===== src/rtl/pipelined_decoder.sv =====
// -----------------------------------------------------------------------------
// pipelined_decoder
//
// Registered, handshaked opcode decoder that sits between the fetch register
// and the execute/register-file stage. One instruction is decoded per accepted
// handshake. Fetch is stalled while a multi-cycle multiply occupies execute
// and while an input-load (STIN) waits for the external input strobe.
//
// Handshake: an instruction is accepted on a rising clk edge where
// in_valid && in_ready. There is no input buffering; fetch must hold the
// instruction stable until it is accepted. out_valid is a one-cycle pulse
// per decoded instruction and has no backpressure.
//
// Configuration macro: DECODER_BNE_EN
//   defined   -> class 111 decodes as BNE (pc_rel_branch = ~zf)
//   undefined -> class 111 is reserved and raises illegal
//
// Ports:
//   clk, rst          clock, asynchronous active-high reset
//   in_valid/in_ready instruction handshake from fetch
//   opcode            instruction opcode (OP_W bits)
//   zf                ALU zero flag, sampled only at acceptance
//   io_strobe         external input data valid (completes STIN)
//   out_valid         one-cycle pulse: control outputs are meaningful
//   alu_func          registered ALU function (holds when out_valid = 0)
//   reg_write, immediate, pc_rel_branch, read_in, write_out, illegal
//                     registered controls, forced to 0 when out_valid = 0
//   dbg_state         current FSM state (0 IDLE, 1 MUL_WAIT, 2 IN_WAIT)
// -----------------------------------------------------------------------------
module pipelined_decoder #(
  parameter int unsigned OP_W     = 6,
  parameter int unsigned FUNC_W   = 3,
  parameter logic [FUNC_W-1:0] MUL_FUNC = FUNC_W'(3'b010),
  parameter int unsigned MUL_LAT  = 3
) (
  input  logic              clk,
  input  logic              rst,
  input  logic              in_valid,
  output logic              in_ready,
  input  logic [OP_W-1:0]   opcode,
  input  logic              zf,
  input  logic              io_strobe,
  output logic              out_valid,
  output logic [FUNC_W-1:0] alu_func,
  output logic              reg_write,
  output logic              immediate,
  output logic              pc_rel_branch,
  output logic              read_in,
  output logic              write_out,
  output logic              illegal,
  output logic [1:0]        dbg_state
);

  typedef enum logic [1:0] {
    ST_IDLE     = 2'd0,
    ST_MUL_WAIT = 2'd1,
    ST_IN_WAIT  = 2'd2
  } state_e;

  state_e state_q, state_d;
  logic [3:0] cnt_q, cnt_d;
  logic out_valid_q, out_valid_d;
  logic [FUNC_W-1:0] alu_func_q, alu_func_d;
  logic reg_write_q, reg_write_d;
  logic immediate_q, immediate_d;
  logic branch_q, branch_d;
  logic read_in_q, read_in_d;
  logic write_out_q, write_out_d;
  logic illegal_q, illegal_d;

  // Combinational decode of the presented opcode
  logic [2:0] cls;
  logic [FUNC_W-1:0] func;
  logic dec_reg_write, dec_immediate, dec_branch;
  logic dec_read_in, dec_write_out, dec_illegal;
  logic is_mul, is_stin, accept;

  assign cls    = opcode[OP_W-1 -: 3];
  assign func   = opcode[FUNC_W-1:0];
  assign accept = (state_q == ST_IDLE) && in_valid;

  always_comb begin
    dec_reg_write = 1'b0;
    dec_immediate = 1'b0;
    dec_branch    = 1'b0;
    dec_read_in   = 1'b0;
    dec_write_out = 1'b0;
    dec_illegal   = 1'b0;
    case (cls)
      3'b000: dec_reg_write = 1'b1;
      3'b001: begin
        dec_reg_write = 1'b1;
        dec_immediate = 1'b1;
      end
      3'b010: dec_branch = zf;
      3'b011: dec_branch = 1'b1;
      3'b100: begin
        dec_reg_write = 1'b1;
        dec_read_in   = 1'b1;
      end
      3'b101: dec_write_out = 1'b1;
      3'b110: ;
      default: begin
`ifdef DECODER_BNE_EN
        dec_branch = ~zf;
`else
        dec_illegal = 1'b1;
`endif
      end
    endcase
  end

  assign is_mul  = ((cls == 3'b000) || (cls == 3'b001)) && (func == MUL_FUNC);
  assign is_stin = (cls == 3'b100);

  // State register and registered controls
  always_ff @(posedge clk or posedge rst) begin
    if (rst) begin
      state_q     <= ST_IDLE;
      cnt_q       <= 4'd0;
      out_valid_q <= 1'b0;
      alu_func_q  <= '0;
      reg_write_q <= 1'b0;
      immediate_q <= 1'b0;
      branch_q    <= 1'b0;
      read_in_q   <= 1'b0;
      write_out_q <= 1'b0;
      illegal_q   <= 1'b0;
    end else begin
      state_q     <= state_d;
      cnt_q       <= cnt_d;
      out_valid_q <= out_valid_d;
      alu_func_q  <= alu_func_d;
      reg_write_q <= reg_write_d;
      immediate_q <= immediate_d;
      branch_q    <= branch_d;
      read_in_q   <= read_in_d;
      write_out_q <= write_out_d;
      illegal_q   <= illegal_d;
    end
  end

  // Next-state, counter and out_valid pulse
  always_comb begin
    state_d     = state_q;
    cnt_d       = cnt_q;
    out_valid_d = 1'b0;
    case (state_q)
      ST_IDLE: begin
        if (in_valid) begin
          if (is_stin) begin
            // STIN results are released only after the strobe arrives
            state_d = ST_IN_WAIT;
          end else begin
            out_valid_d = 1'b1;
            if (is_mul && (MUL_LAT > 1)) begin
              state_d = ST_MUL_WAIT;
              cnt_d   = 4'(MUL_LAT - 1);
            end
          end
        end
      end
      ST_MUL_WAIT: begin
        if (cnt_q <= 4'd1) begin
          state_d = ST_IDLE;
          cnt_d   = 4'd0;
        end else begin
          cnt_d = cnt_q - 4'd1;
        end
      end
      ST_IN_WAIT: begin
        if (io_strobe) begin
          state_d     = ST_IDLE;
          out_valid_d = 1'b1;
        end
      end
      default: begin
        state_d = ST_IDLE;
        cnt_d   = 4'd0;
      end
    endcase
  end

  // Controls are captured only at acceptance and held otherwise, so a late
  // zf change or a STIN wait cannot disturb them.
  always_comb begin
    alu_func_d  = alu_func_q;
    reg_write_d = reg_write_q;
    immediate_d = immediate_q;
    branch_d    = branch_q;
    read_in_d   = read_in_q;
    write_out_d = write_out_q;
    illegal_d   = illegal_q;
    if (accept) begin
      alu_func_d  = func;
      reg_write_d = dec_reg_write;
      immediate_d = dec_immediate;
      branch_d    = dec_branch;
      read_in_d   = dec_read_in;
      write_out_d = dec_write_out;
      illegal_d   = dec_illegal;
    end
  end

  // Outputs: controls are masked outside the out_valid pulse
  always_comb begin
    in_ready      = (state_q == ST_IDLE);
    out_valid     = out_valid_q;
    alu_func      = alu_func_q;
    reg_write     = out_valid_q & reg_write_q;
    immediate     = out_valid_q & immediate_q;
    pc_rel_branch = out_valid_q & branch_q;
    read_in       = out_valid_q & read_in_q;
    write_out     = out_valid_q & write_out_q;
    illegal       = out_valid_q & illegal_q;
    dbg_state     = state_q;
  end

endmodule


===== config.mk =====
export PLATFORM = sky130hd
export DESIGN_NAME = pipelined_decoder
export DESIGN_NICKNAME = d
export VERILOG_FILES = /design/src/rtl/pipelined_decoder.sv
export SDC_FILE = /design/constraint.sdc
export NUM_CORES = 1
export LEC_CHECK = 0
export ABC_AREA = 1
export CAP_MARGIN = 20
export CORE_MARGIN = 5
export CORE_UTILIZATION = 43
export CTS_BUF_LIST = sky130_fd_sc_hd__clkbuf_4 sky130_fd_sc_hd__clkbuf_8
export DETAILED_ROUTE_END_ITERATION = 7
export HOLD_SLACK_MARGIN = 0.08
export PLACE_DENSITY = 0.75
export SKIP_CTS_REPAIR_TIMING = 1
export SYNTH_ARGS = -nofsm -noshare
export SYNTH_HDL_FRONTEND = slang
export SYNTH_SLANG_ARGS = --single-unit

===== constraint.sdc =====
create_clock -name clk -period 1.5 [get_ports clk]
set_input_delay 0.225 -clock clk [delete_from_list [all_inputs] [get_ports clk]]
set_output_delay 0.225 -clock clk [all_outputs]
set_load 0.005 [all_outputs]

Word level (Yosys, flattened, before mapping)

Cells that the tools add are included.

Register bits: 16
Input port bits: 11

Add/sub/neg operators: 1
Magnitude comparators: 1
Bitwise logic cells: 7
Multiplexer cells: 21
Eq/ne operators: 15
Reductions and logical operators: 9

Operators by type and width:

| kind                  | number |
|---|---|
| $mux W4               | 4 |
| $pmux W4 S3           | 1 |
| $mux W2               | 5 |
| $eq A3 B2 Y1 const B  | 3 |
| $eq A3 B3 Y1 const B  | 3 |
| $mux W1               | 8 |
| $ne A2 B2 Y1 const B  | 4 |
| $reduce_and A4 Y1     | 2 |
| $reduce_or A7 Y1      | 1 |
| $and A1 B1 Y1         | 6 |
| $pmux W2 S3           | 1 |
| $le A4 B1 Y1 const B  | 1 |
| $pmux W1 S2           | 2 |
| $sub A4 B1 Y4 const B | 1 |
| $eq A3 B1 Y1 const B  | 1 |
| $logic_not A3 Y1      | 1 |
| $ne A3 B1 Y1 const B  | 1 |
| $reduce_or A3 Y1      | 1 |
| $eq A2 B1 Y1 const B  | 1 |
| $eq A2 B2 Y1 const B  | 1 |
| $logic_and A1 B1 Y1   | 2 |
| $logic_not A2 Y1      | 1 |
| $ne A2 B1 Y1 const B  | 1 |
| $logic_or A1 B1 Y1    | 1 |
| $not A1 Y1            | 1 |

Depth between registers and ports, before layout

Depth in word-level cells: 7
Depth in mapped cells: 9
Mapped depth without buffers: 9

Worst setup path before layout

Ideal clock, no wire load.

Path type: register to register
Start: register cnt_q[0]
End: register cnt_q[3]
Cell stages (with the launch flop): 10
Data arrival time: 1.000 ns
Period minus slack after synthesis: 1.117 ns
Setup time: 0.117 ns
Slack: 0.383 ns
Path buffers: 0
Path through: dfrtp_1 > inv_1 > ha_1 > inv_1 > nand2_1 > nand2_1 > nand2_1 > inv_1 > nand2_1 > nand2_1

Cells in the longest elaborated chain, start to end: 3
Elaborated cells between the ends (all ways): 4

Ends and longest elaborated chain:

| what                                          | line     | text |
|---|---|---|
| start, declared                               | 61       | `logic [3:0] cnt_q, cnt_d;` |
| start signal, assigned                        | 131      | `cnt_q <= cnt_d;` |
| $sub A4 B1 Y4 or $le A4 B1 Y1 (tied branches) | 168, 164 |  |
| $mux W4 *                                     | 164      | `if (cnt_q <= 4'd1) begin` |
| $pmux W4 S3 *                                 | 148      | `case (state_q)` |

Every way passes the cells marked *; elsewhere a longest branch is shown, timed or not.
A chain may end at the register's enable or synchronous reset.

Final worst setup path

Start: register out_valid_q (netlist: out_valid)
End: output out_valid

RTL lines:

| what                   | line | text |
|---|---|---|
| start, declared        | 62   | `logic out_valid_q, out_valid_d;` |
| start signal, assigned | 132  | `out_valid_q <= out_valid_d;` |
| end, declared          | 43   | `output logic out_valid,` |

No word-level cell between the ends.

==> results.toml <==
[synthesis]
synth_cell_types = 21
avgSynthCellArea_sq_um = 7.593
synth_top_area_frac = 0.4507
syn_area_sq_um = 888.4
yosys.area.top_type = "dfrtp_1"
ys_seq_elements = 16
syn_inst = 117
ys_top_cells_by_area = "dfrtp_1 (45%), nand2_1 (20%), inv_1 (6.8%)"
yosys_warnings = 0
ys_seq_area_frac = 0.4507
postSynthNetCount = 130

[route]
drtIter0Drc = 19
avgViaCountPerCell = 4.678
wire_per_inst_um = 11.29
antenna_left = 0
dr.pass1.iters = 4
drc = 0
routed_wl_mm = 2.033
num_vias = 842

[final_layout]
area_growth_pct = 43.38
layout.nets = 167
multi_input_comb_area_sq_um = 405.4
fillCellCount = 188
final_cells = 180
utilization = 0.6492
diodes = 0
drive_above_1_share = 0.1830
seq_area_sq_um = 404.1

[worst_setup_path]
cp_max_fo = 6
cp_cell_sequence = "clkdlybuf4s50_1"
path_class = "flop to output pin"
crit_slowest_cell = "clkdlybuf4s50_1"
max_stage_delay_ns = 0.51
cp.arrival_ns = 1.20
crit_required_ns = 1.27
timing.rr.end = "dbg_state[1]"
crit_buf_inv = 1
endpoint = "out_valid"
endpoint_kind = "output pin"
crit_path_start = "out_valid"
cp.depth = 1
timing.rr.start = "dbg_state[0]"
setup.worst_path.start_class = "flop"
crit_family = "buffers and inverters"
reg2reg_depth = 7
rrSetupSlack_ns = 0.15

[status]
status = "complete, no violations"

[placed_design]
gp_congestion = 0.7767
dp.cells = 172
dp_hpwl_mm = 1.612
port_buffers = 23

[floorplan]
rows = 16
core_area_sq_um = 1962
die_x_um = 55.45
num_io_pins = 24
dieArea_sq_um = 3075
die_y_um = 55.45
initial_core_util = 0.4528

[flow_run]
cap_violations = 0

[power_and_ir_drop]
p_leak_nw = 0.7898
power-per-cell-area_nw_per_um2 = 1258
ir_drop_uv = 710.6

[global_route]
gr-usage-all-layers = 0.1430
grt_max_degree = 17
overflow = 0
antenna_found_initial = 0
grt_pass1_vias = 815
grt_pass1_wl_mm = 3.574

[clocking]
h-tree-depth = 1
cts_sinks = 16
cts-root-buf = "clkbuf_4"
clock_path_buffers = 2
tritoncts = "done"
numCtsBuffers = 3
clk_latency_ns = 0.28
clk_pin_slew_ns = 0.10

[sta]
slew_headroom = 0.8519
tightest_slew_ns = 0.2203
setup_viol = 0
final-hold-violation-count = 0
rsz0062_at_grt = "false"
slew_viol_final = 0
min_period_over_period = 0.9491
min_period_ns = 1.424
skew_ns = 0.003994
fmax_mhz = 702.4

[worst_hold_path]
min_path_type = "input port to async pin"
final cells by class:
cell class,count,area share
Clock buffer,4,0.02849
Multi-Input combinational cell,81,0.3183
Inverter,19,0.05599
Tap cell,27,0.02652
Sequential cell,16,0.3173
Timing Repair Buffer,33,0.2534
cell usage in the layout, fill, tap and decap left out, types with 5 or more instances in the layout:
cell type,instances
buf_4,10
clkdlybuf4s50_1,16
dfrtp_1,13
dlymetal6s2s_1,7
inv_1,16
nand2_1,48
nand3_1,5
nor2_1,8
worst min path at each step:
stage	from	end	slack [ns]	cells after the start
final	rst	immediate_q	0.24	3
after global routing	rst	immediate_q	0.23	3
after global placement	alu_func[2]	alu_func[2]	0.46	2
after CTS	rst	illegal_q	0.24	3
after floorplan	rst	alu_func[0]	0.14	1
after detailed placement	illegal_q	illegal_q	0.47	2
cell usage after synthesis (all sizes together):
cell type and count:
nand2 51, inv 19, dfrtp 16, nor2 9
nand3 5, o21ai 4, o31ai 3, a21oi 2
ha 2, a31oi 1, buf 1, nand4 1
o211ai 1, xnor2 1, xor2 1
kinds of logic after synthesis:
group                      count (synthesis)  share of synthesized area
and+or+nand+nor                           66                     0.3169
buffers and inverters                     20                    0.09296
DFF                                       16                     0.4507
AOI/OAI and AO/OA                         11                    0.09155
xor gates and xnor gates                   2                    0.01972
adders and majority gates                  2                    0.02816
state kept, by name, summed over array words and instances (netlist names):
name	flops
branch_q	1
out_valid	1
illegal_q	1
immediate_q	1
alu_func	3
write_out_q	1
read_in_q	1
cnt_q	4
reg_write_q	1
dbg_state	2
power breakdown:
| part | switching (W) | total [W] | internal [W] |
|---|---|---|---|
| Sequential | 0.0000965 | 0.000646 | 0.000549 |
| Clock | 0.000133 | 0.000281 | 0.000147 |
| Combinational | 0.000340 | 0.000675 | 0.000335 |
| Total | 0.000570 | 0.00160 | 0.00103 |
metal layers:
metal  GRT usage  up-vias  routed length [um]
met5           0        -                   0
met4     0.06250        0                  42
met3     0.03730        4                  75
met2      0.2551       15                1043
met1      0.1577      390                 872
li1            -      433                   -
worst register-to-register path, stage by stage (launching register included):
cell,delay [ns]
dfrtp_2,0.44
buf_4,0.15
nor2_4,0.10
buf_4,0.14
nand2_4,0.09
inv_2,0.11
nand3_1,0.12
o31ai_1,0.10
through the flow:
step / hold slack, ns / cell area, sq um / setup TNS, ns / setup WS (ns) / total power, W
global placement: 0.4626 / 1186 / 0 / 0.1194 / 0.001277
global route: 0.2334 / 1274 / 0 / 0.008228 / 0.001757
detailed placement: 0.4674 / 1186 / 0 / 0.1035 / 0.001314
floorplan: 0.1387 / 888.4 / 0 / 0.3835 / 0.001039
finish: 0.2426 / 1274 / 0 / 0.07638 / 0.001602
CTS: 0.2382 / 1222 / -0.9260 / -0.1263 / 0.001601
Note: power is estimated with default switching activity, not from simulation.
